<file path="src/rtl/display_pkg.sv">
// ---- display_pkg: shared types and constants for the seven-segment display path. rev 1.0 ----
`default_nettype none

package display_pkg;

  localparam int DIGIT_W = 4;

  typedef enum logic [1:0] {
    IDLE  = 2'd0,
    SHIFT = 2'd1,
    DONE  = 2'd2
  } state_t;

  // Every digit blanked except digit 0; callers slice to their digit count.
  function automatic logic [63:0] blank_reset(input int digits);
    return ((64'd1 << digits) - 64'd1) & ~64'd1;
  endfunction

  function automatic logic [63:0] pow10(input int n);
    logic [63:0] r;
    r = 64'd1;
    for (int i = 0; i < n; i++) r = r * 64'd10;
    return r;
  endfunction

endpackage

`default_nettype wire

</file>
<file path="src/rtl/bcd_add3.sv">
// ---- bcd_add3: single-digit double-dabble corrector (add 3 when digit >= 5). rev 1.0 ----
`default_nettype none

module bcd_add3
  import display_pkg::*;
(
  input  logic [DIGIT_W-1:0] digit_in,
  output logic [DIGIT_W-1:0] digit_out
);

  assign digit_out = (digit_in >= DIGIT_W'(5)) ? digit_in + DIGIT_W'(3) : digit_in;

endmodule

`default_nettype wire

</file>
<file path="src/rtl/score_to_digits.sv">
// ---- score_to_digits: iterative binary-to-BCD converter with leading-zero blank mask. rev 1.0 ----
`default_nettype none

module score_to_digits
  import display_pkg::*;
#(
  parameter int BIN_W  = 10,
  parameter int DIGITS = 4
)
(
  input  logic                        clk,
  input  logic                        reset,
  input  logic                        start,
  input  logic [BIN_W-1:0]            bin_in,
  output logic                        busy,
  output logic                        done,
  output logic [DIGIT_W*DIGITS-1:0]   bcd_out,
  output logic [DIGITS-1:0]           blank
);

  localparam int SCR_W = DIGIT_W * DIGITS;
  localparam int CNT_W = $clog2(BIN_W + 1);
  localparam logic [DIGITS-1:0] BLANK_INIT = DIGITS'(blank_reset(DIGITS));

  if (((64'd1 << BIN_W) - 64'd1) > (pow10(DIGITS) - 64'd1)) begin : g_range_check
    $error("score_to_digits: DIGITS too small to hold 2^BIN_W-1");
  end

  state_t             state, next_state;
  logic [CNT_W-1:0]   cnt;
  logic [BIN_W-1:0]   shreg;
  logic [SCR_W-1:0]   scratch;
  logic [SCR_W-1:0]   corrected;
  logic [SCR_W+BIN_W-1:0] shifted;
  logic [DIGITS-1:0]  blank_next;
  logic               zero_above;
  logic               load, shift_en, finish;

  for (genvar k = 0; k < DIGITS; k++) begin : g_digit
    bcd_add3 u_add3 (
      .digit_in  (scratch[DIGIT_W*k +: DIGIT_W]),
      .digit_out (corrected[DIGIT_W*k +: DIGIT_W])
    );
  end

  // The corrected scratch's top bit falls off here; the range check guarantees it is zero.
  assign shifted = {corrected, shreg} << 1;

  always_ff @(posedge clk) begin
    if (reset) state <= IDLE;
    else       state <= next_state;
  end

  always_comb begin
    next_state = state;
    case (state)
      IDLE:    if (start) next_state = SHIFT;
      SHIFT:   if (cnt == CNT_W'(1)) next_state = DONE;
      DONE:    next_state = IDLE;
      default: next_state = IDLE;
    endcase
  end

  always_comb begin
    load     = (state == IDLE) && start;
    shift_en = (state == SHIFT);
    finish   = (state == DONE);
  end

  always_comb begin
    zero_above = 1'b1;
    blank_next = '0;
    for (int k = DIGITS - 1; k >= 1; k--) begin
      zero_above    = zero_above & (scratch[DIGIT_W*k +: DIGIT_W] == '0);
      blank_next[k] = zero_above;
    end
  end

  always_ff @(posedge clk) begin
    if (reset) begin
      shreg   <= '0;
      scratch <= '0;
      cnt     <= '0;
      busy    <= 1'b0;
      done    <= 1'b0;
      bcd_out <= '0;
      blank   <= BLANK_INIT;
    end else begin
      busy <= (next_state != IDLE);
      done <= finish;
      if (load) begin
        shreg   <= bin_in;
        scratch <= '0;
        cnt     <= CNT_W'(BIN_W);
      end else if (shift_en) begin
        {scratch, shreg} <= shifted;
        cnt              <= cnt - CNT_W'(1);
      end
      if (finish) begin
        bcd_out <= scratch;
        blank   <= blank_next;
      end
    end
  end

endmodule

`default_nettype wire

</file>
<file path="config.mk">
export PLATFORM = sky130hd
export DESIGN_NAME = score_to_digits
export DESIGN_NICKNAME = d
export VERILOG_FILES = /design/src/rtl/display_pkg.sv /design/src/rtl/bcd_add3.sv /design/src/rtl/score_to_digits.sv
export SDC_FILE = /design/constraint.sdc
export NUM_CORES = 1
export LEC_CHECK = 0
export ABC_AREA = 1
export CAP_MARGIN = 40
export CORE_ASPECT_RATIO = 0.7
export CORE_MARGIN = 2
export CORE_UTILIZATION = 52
export DETAILED_ROUTE_END_ITERATION = 6
export DONT_BUFFER_PORTS = 1
export PLACE_DENSITY = 0.78
export SETUP_SLACK_MARGIN = 0.5
export SLEW_MARGIN = 25
export SYNTH_ARGS = -nofsm -noshare
export SYNTH_HDL_FRONTEND = slang
export SYNTH_SLANG_ARGS = --single-unit
</file>
<file path="constraint.sdc">
create_clock -name clk -period 1.3 [get_ports clk]
set_input_delay 0.13 -clock clk [delete_from_list [all_inputs] [get_ports clk]]
set_output_delay 0.13 -clock clk [all_outputs]
set_load 0.05 [all_outputs]
</file>
==> metrics.md, run 1 <==
| Metric | Value |
|---|---|
| Status | aborted with a tool error |
| Failed at | global routing |
| Error msg | [ERROR DPL-0033] detailed placement checks failed during check placement. |
| I/O pin total | 35 |
| Detailed Place HPWL | 3960 um |
| Count leader, synth | nand2_1 |
| Antenna violations before repair | 0 |
| Post-synthesis sequential area ratio | 43.8% |
| FFs w/ async S/R, synth | 0% |
| Distinct cells, synth | 22 |
| Mapped cell area | 2420 sq um |
| Worst Endpoint after GRT Repair | scratch[5]$_SDFFE_PP0P_/D |
| Placed cells | 408 |
| Synthesized netlist cell count | 336 |
| Port buffer count | 0 |
| Largest net degree at the start of global routing | 19 |
| Die H | 61.1 um |
| Htree depth | 2 |
| Syn. warnings | 0 |
| Main synth FF type | dfxtp_1 |
| RePlAce Congestion | 0.853 |
| Clock Sinks | 53 |
| Longest Clk Path Bufs | 2 |
| CTS Buf Count | 5 |
| Die width | 85.6 um |
| Area after DPL | 2930 sq um |
| Initial core utilization | 55.0% |
| Synth area leader | dfxtp_1 |
| EDFF count, synth | 0 |
| Clock Root Buffer | clkbuf_8 |
| Most instantiated cells after synthesis | 76 x nand2_1, 53 x dfxtp_1, 40 x a21oi_1 |
| Yosys reg bits | 53 |
| Post-Syn Area per Cell | 7.21 sq um |
| Worst EP Category | sequential cell input |
| Post-synth net total | 361 |
| Share of the synthesized area in the top cell type | 43.8% |
| # rows | 20 |
| Area contributors post-synth | dfxtp_1 44%, nand2_1 12%, a21oi_1 8.3% |
==> cell families after synthesis <==
family | Yosys count | synth area share [%]
AOI/OAI and AO/OA | 71 | 15.1
adders and majority gates | 12 | 6.20
buffers and inverters | 55 | 9.82
DFF | 53 | 43.8
other | 1 | 0.155
and+or+nand+nor | 144 | 24.9
==> timing repair <==
item	in CTS
endpoints found under the setup margin	74
gates resized for setup	116
setup buffers	34
pin swaps	30
endpoints found under the hold margin	16
gates cloned	1
==> stage by stage <==
stage | worst slack, ns | hold WS [ns]
after detailed placement | 0.0410 | 0.200
after global placement | 0.110 | 0.197
after CTS | 0.134 | -0.129
after floorplan | 0.226 | 0.277
==> run 2, diff against run 1 <==
--- a/config.mk
+++ b/config.mk
@@ -7,13 +7,11 @@
 export LEC_CHECK = 0
 export ABC_AREA = 1
 export CAP_MARGIN = 40
-export CORE_ASPECT_RATIO = 0.7
 export CORE_MARGIN = 2
-export CORE_UTILIZATION = 52
+export CORE_UTILIZATION = 37
 export DETAILED_ROUTE_END_ITERATION = 6
 export DONT_BUFFER_PORTS = 1
-export PLACE_DENSITY = 0.78
-export SETUP_SLACK_MARGIN = 0.5
+export PLACE_DENSITY_LB_ADDON = 0.15
 export SLEW_MARGIN = 25
 export SYNTH_ARGS = -nofsm -noshare
 export SYNTH_HDL_FRONTEND = slang
==> metrics.md, run 2 <==
| Metric | Value |
|---|---|
| Cells along the critical path | buf_4, ha_1, nor2_1, nand2_2, nand3b_1, nand2_1, inv_1, a21oi_1 |
| RSZ-0062 raised after global routing | no |
| Final setup vio count | 0 |
| Worst-path fanout max | 4 |
| Worst R2R Setup Slack | 0.11 ns |
| Initial core utilization | 38.1% (-17 points) |
| Crit path max-delay cell type | dfxtp_1 |
| Clock Root Buffer | clkbuf_8 |
| Via-to-Cell Ratio | 4.80 |
| Avg WL per Cell | 11.5 um |
| # diodes | 0 |
| Status | completed |
| Vias in the first global route | 1991 |
| FFs w/ async S/R, synth | 0% (unchanged) |
| Die width | 84.9 um (-0.78%) |
| EDFF count, synth | 0 (unchanged) |
| Clock Sinks | 53 (unchanged) |
| Pwr Density | 1180 nW/um^2 |
| Worst reg-to-reg path cell count | 8 |
| Core area | 6350 sq um |
| Regs by FF count | bcd_out x16, scratch x16, shreg x10 |
| Tcrit/Tclk final | 91.3% |
| Die H | 84.9 um (+39%) |
| WP data arrival | 1.38 ns |
| Clock-pin slew on the worst setup and hold paths | 0.10 ns |
| Critical path endpoint | scratch[10] |
| Required time of the worst setup path | 1.50 ns |
| Hold Vio Cnt, Final | 0 |
| Max VDD drop | 0.511 mV |
| Startpoint Class | register |
| Synthesized netlist cell count | 336 (unchanged) |
| Slowest stage delay, CP | 0.33 ns |
| Antenna violations before repair | 0 |
| Share of the synthesized area in the top cell type | 43.8% (unchanged) |
| I/O pin total | 35 (unchanged) |
| DR pass1 iterations | 4 |
| Die area | 7210 sq um |
| Most common cell after layout, fill and taps aside | nand2_1 |
| Share of layout cells above drive strength 1 | 19.7% |
| Final worst setup slack | 0.113 ns |
| Worst Tran Pin Value | 0.637 ns |
| Longest Clk Path Bufs | 2 (unchanged) |
| CTS tree | yes |
| Post-synth net total | 361 (unchanged) |
| Total GRT Usage | 15.3% |
| WS Path Type | reg2reg |
| Worst Setup End Kind | register |
| Layer with the highest usage | met2 |
| Post-route insts no fill | 447 |
| WHS | 0.0414 ns |
| Distinct cells, synth | 22 (unchanged) |
| FMAX | 842 MHz |
| Critical path depth in cells | 8 |
| Final WL | 5160 um |
| Leakage | 1.35 nW |
| Final Critical Period | 1.19 ns |
| Tot Pwr | 3.40 mW |
| Min-delay worst type | in2reg |
| Count leader, synth | nand2_1 |
| Slew headroom | 57.6% |
| DRC viols | 0 |
| # nets final | 394 |
| Detailed Place HPWL | 3680 um (-7.1%) |
| Synth area leader | dfxtp_1 |
| MaxCap Viol Count | 0 |
| GRT met2 Usage | 25.0% |
| Syn. warnings | 0 (unchanged) |
| Terminus of the critical flop-to-flop path | scratch[10] |
| Pins Over Slew Limit | 0 |
| Most frequent cells in the layout | 74 x nand2_1, 47 x dfxtp_1, 38 x a21oi_1, 38 x buf_4, 34 x inv_1 |
| Yosys reg bits | 53 (unchanged) |
| Placed cells | 436 (+6.9%) |
| Area growth syn-to-layout | 19.3% |
| Filler cells | 665 |
| Worst path top cell family by delay | flip-flops |
| Worst path bufs/invs | 2 |
| Main synth FF type | dfxtp_1 |
| Htree depth | 2 (unchanged) |
| Clock Skew | 0.00704 ns |
| M3 GR Usage | 3.40% |
| Fin Setup TNS | 0 ns |
| Vias | 2147 |
| Largest net degree at the start of global routing | 19 |
| RePlAce Congestion | 0.765 (-10%) |
| Most instantiated cells after synthesis | 76 x nand2_1, 53 x dfxtp_1, 40 x a21oi_1 |
| Post-synthesis sequential area ratio | 43.8% (unchanged) |
| First-pass GRT wire length | 9030 um |
| Post-Syn Area per Cell | 7.21 sq um (unchanged) |
| CTS Buf Count | 5 (unchanged) |
| FF/Latch Area | 1070 sq um |
| Place WS | 0.0429 ns (+0.00185 ns) |
| Mapped cell area | 2420 sq um (unchanged) |
| GRT met1 Usage | 20.4% |
| DRT iter0 DRCs | 79 |
| Critical Path Start | scratch[8] |
| GR Overflow Total | 0 |
| Clock Latency Late Sink | 0.30 ns |
| Final antenna-violating net count | 0 |
| Reg-to-Reg Start | scratch[8] |
| Footprint of the multi-input gates | 1140 sq um |
| Port buffer count | 0 (unchanged) |
| Area contributors post-synth | dfxtp_1 44%, nand2_1 12%, a21oi_1 8.3% |
| # rows | 29 (+45%) |
==> run 2: cell counts after synthesis <==
Identical to the previous run, type by type.
==> run 2: layout make-up <==
class | instances | area share, %
clock buffers | 7 | 2.99
flip-flops and latches | 53 | 37.0
clock inverters | 1 | 1.04
well taps | 77 | 3.34
repair buffers | 40 | 10.7
multi-input cells | 228 | 39.6
inverters | 41 | 5.33
==> run 2: layer usage <==
| layer | share of wire [%] | vias up |
|---|---|---|
| met5 | 0 | - |
| met4 | 1.1 | 0 |
| met3 | 3.9 | 6 |
| met2 | 45 | 40 |
| met1 | 50 | 969 |
| li1 | - | 1132 |
==> run 2: through the flow <==
step | util, % | area, sq um
after floorplan | - | 2420
after global placement | 42.7 | 2710
after detailed placement | 42.7 | 2710
after CTS | 44.8 | 2850
after global routing | 45.5 | 2890
final | 45.5 | 2890
==> run 2: worst reg2reg max path, cell delays in order, from the launching register on <==
cell	delay [ns]
dfxtp_1	0.33
buf_4	0.14
ha_1	0.18
nor2_1	0.11
nand2_2	0.08
nand3b_1	0.09
nand2_1	0.05
inv_1	0.05
a21oi_1	0.05
==> run 2: power by group <==
group          internal (mW)  total [mW]  switching, mW
Combinational          0.187       0.488          0.300
Clock                  0.629        1.16          0.530
Sequential              1.69        1.75         0.0571
==> run 2: worst min-delay path by stage <==
stage	start	to	slack, ns	depth (start not counted)
detailed placement	reset	cnt[1]	0.21	1
CTS	bin_in[6]	shreg[6]	0.03	4
finish	bin_in[6]	shreg[6]	0.04	4
floorplan	bin_in[0]	shreg[0]	0.28	2
global route	bin_in[1]	shreg[1]	0.05	4
global placement	reset	shreg[0]	0.20	1
==> run 2: repair_timing <==
action	in CTS	in global routing
hold buffers	2	0
hold endpoints to repair	17	0
setup buffers	0	1
gates resized for setup	0	19
endpoints found under the setup margin	0	20
==> run 2: cell families after synthesis <==
kind of cell             Yosys count  synth area share [%]
AND/OR/NAND/NOR                  144                  24.9
other                              1                 0.155
adder cells (fa/ha/maj)           12                  6.20
buffers and inverters             55                  9.82
AO/OA/AOI/OAI                     71                  15.1
flip-flops                        53                  43.8
Note: power is estimated with default switching activity, not from simulation.
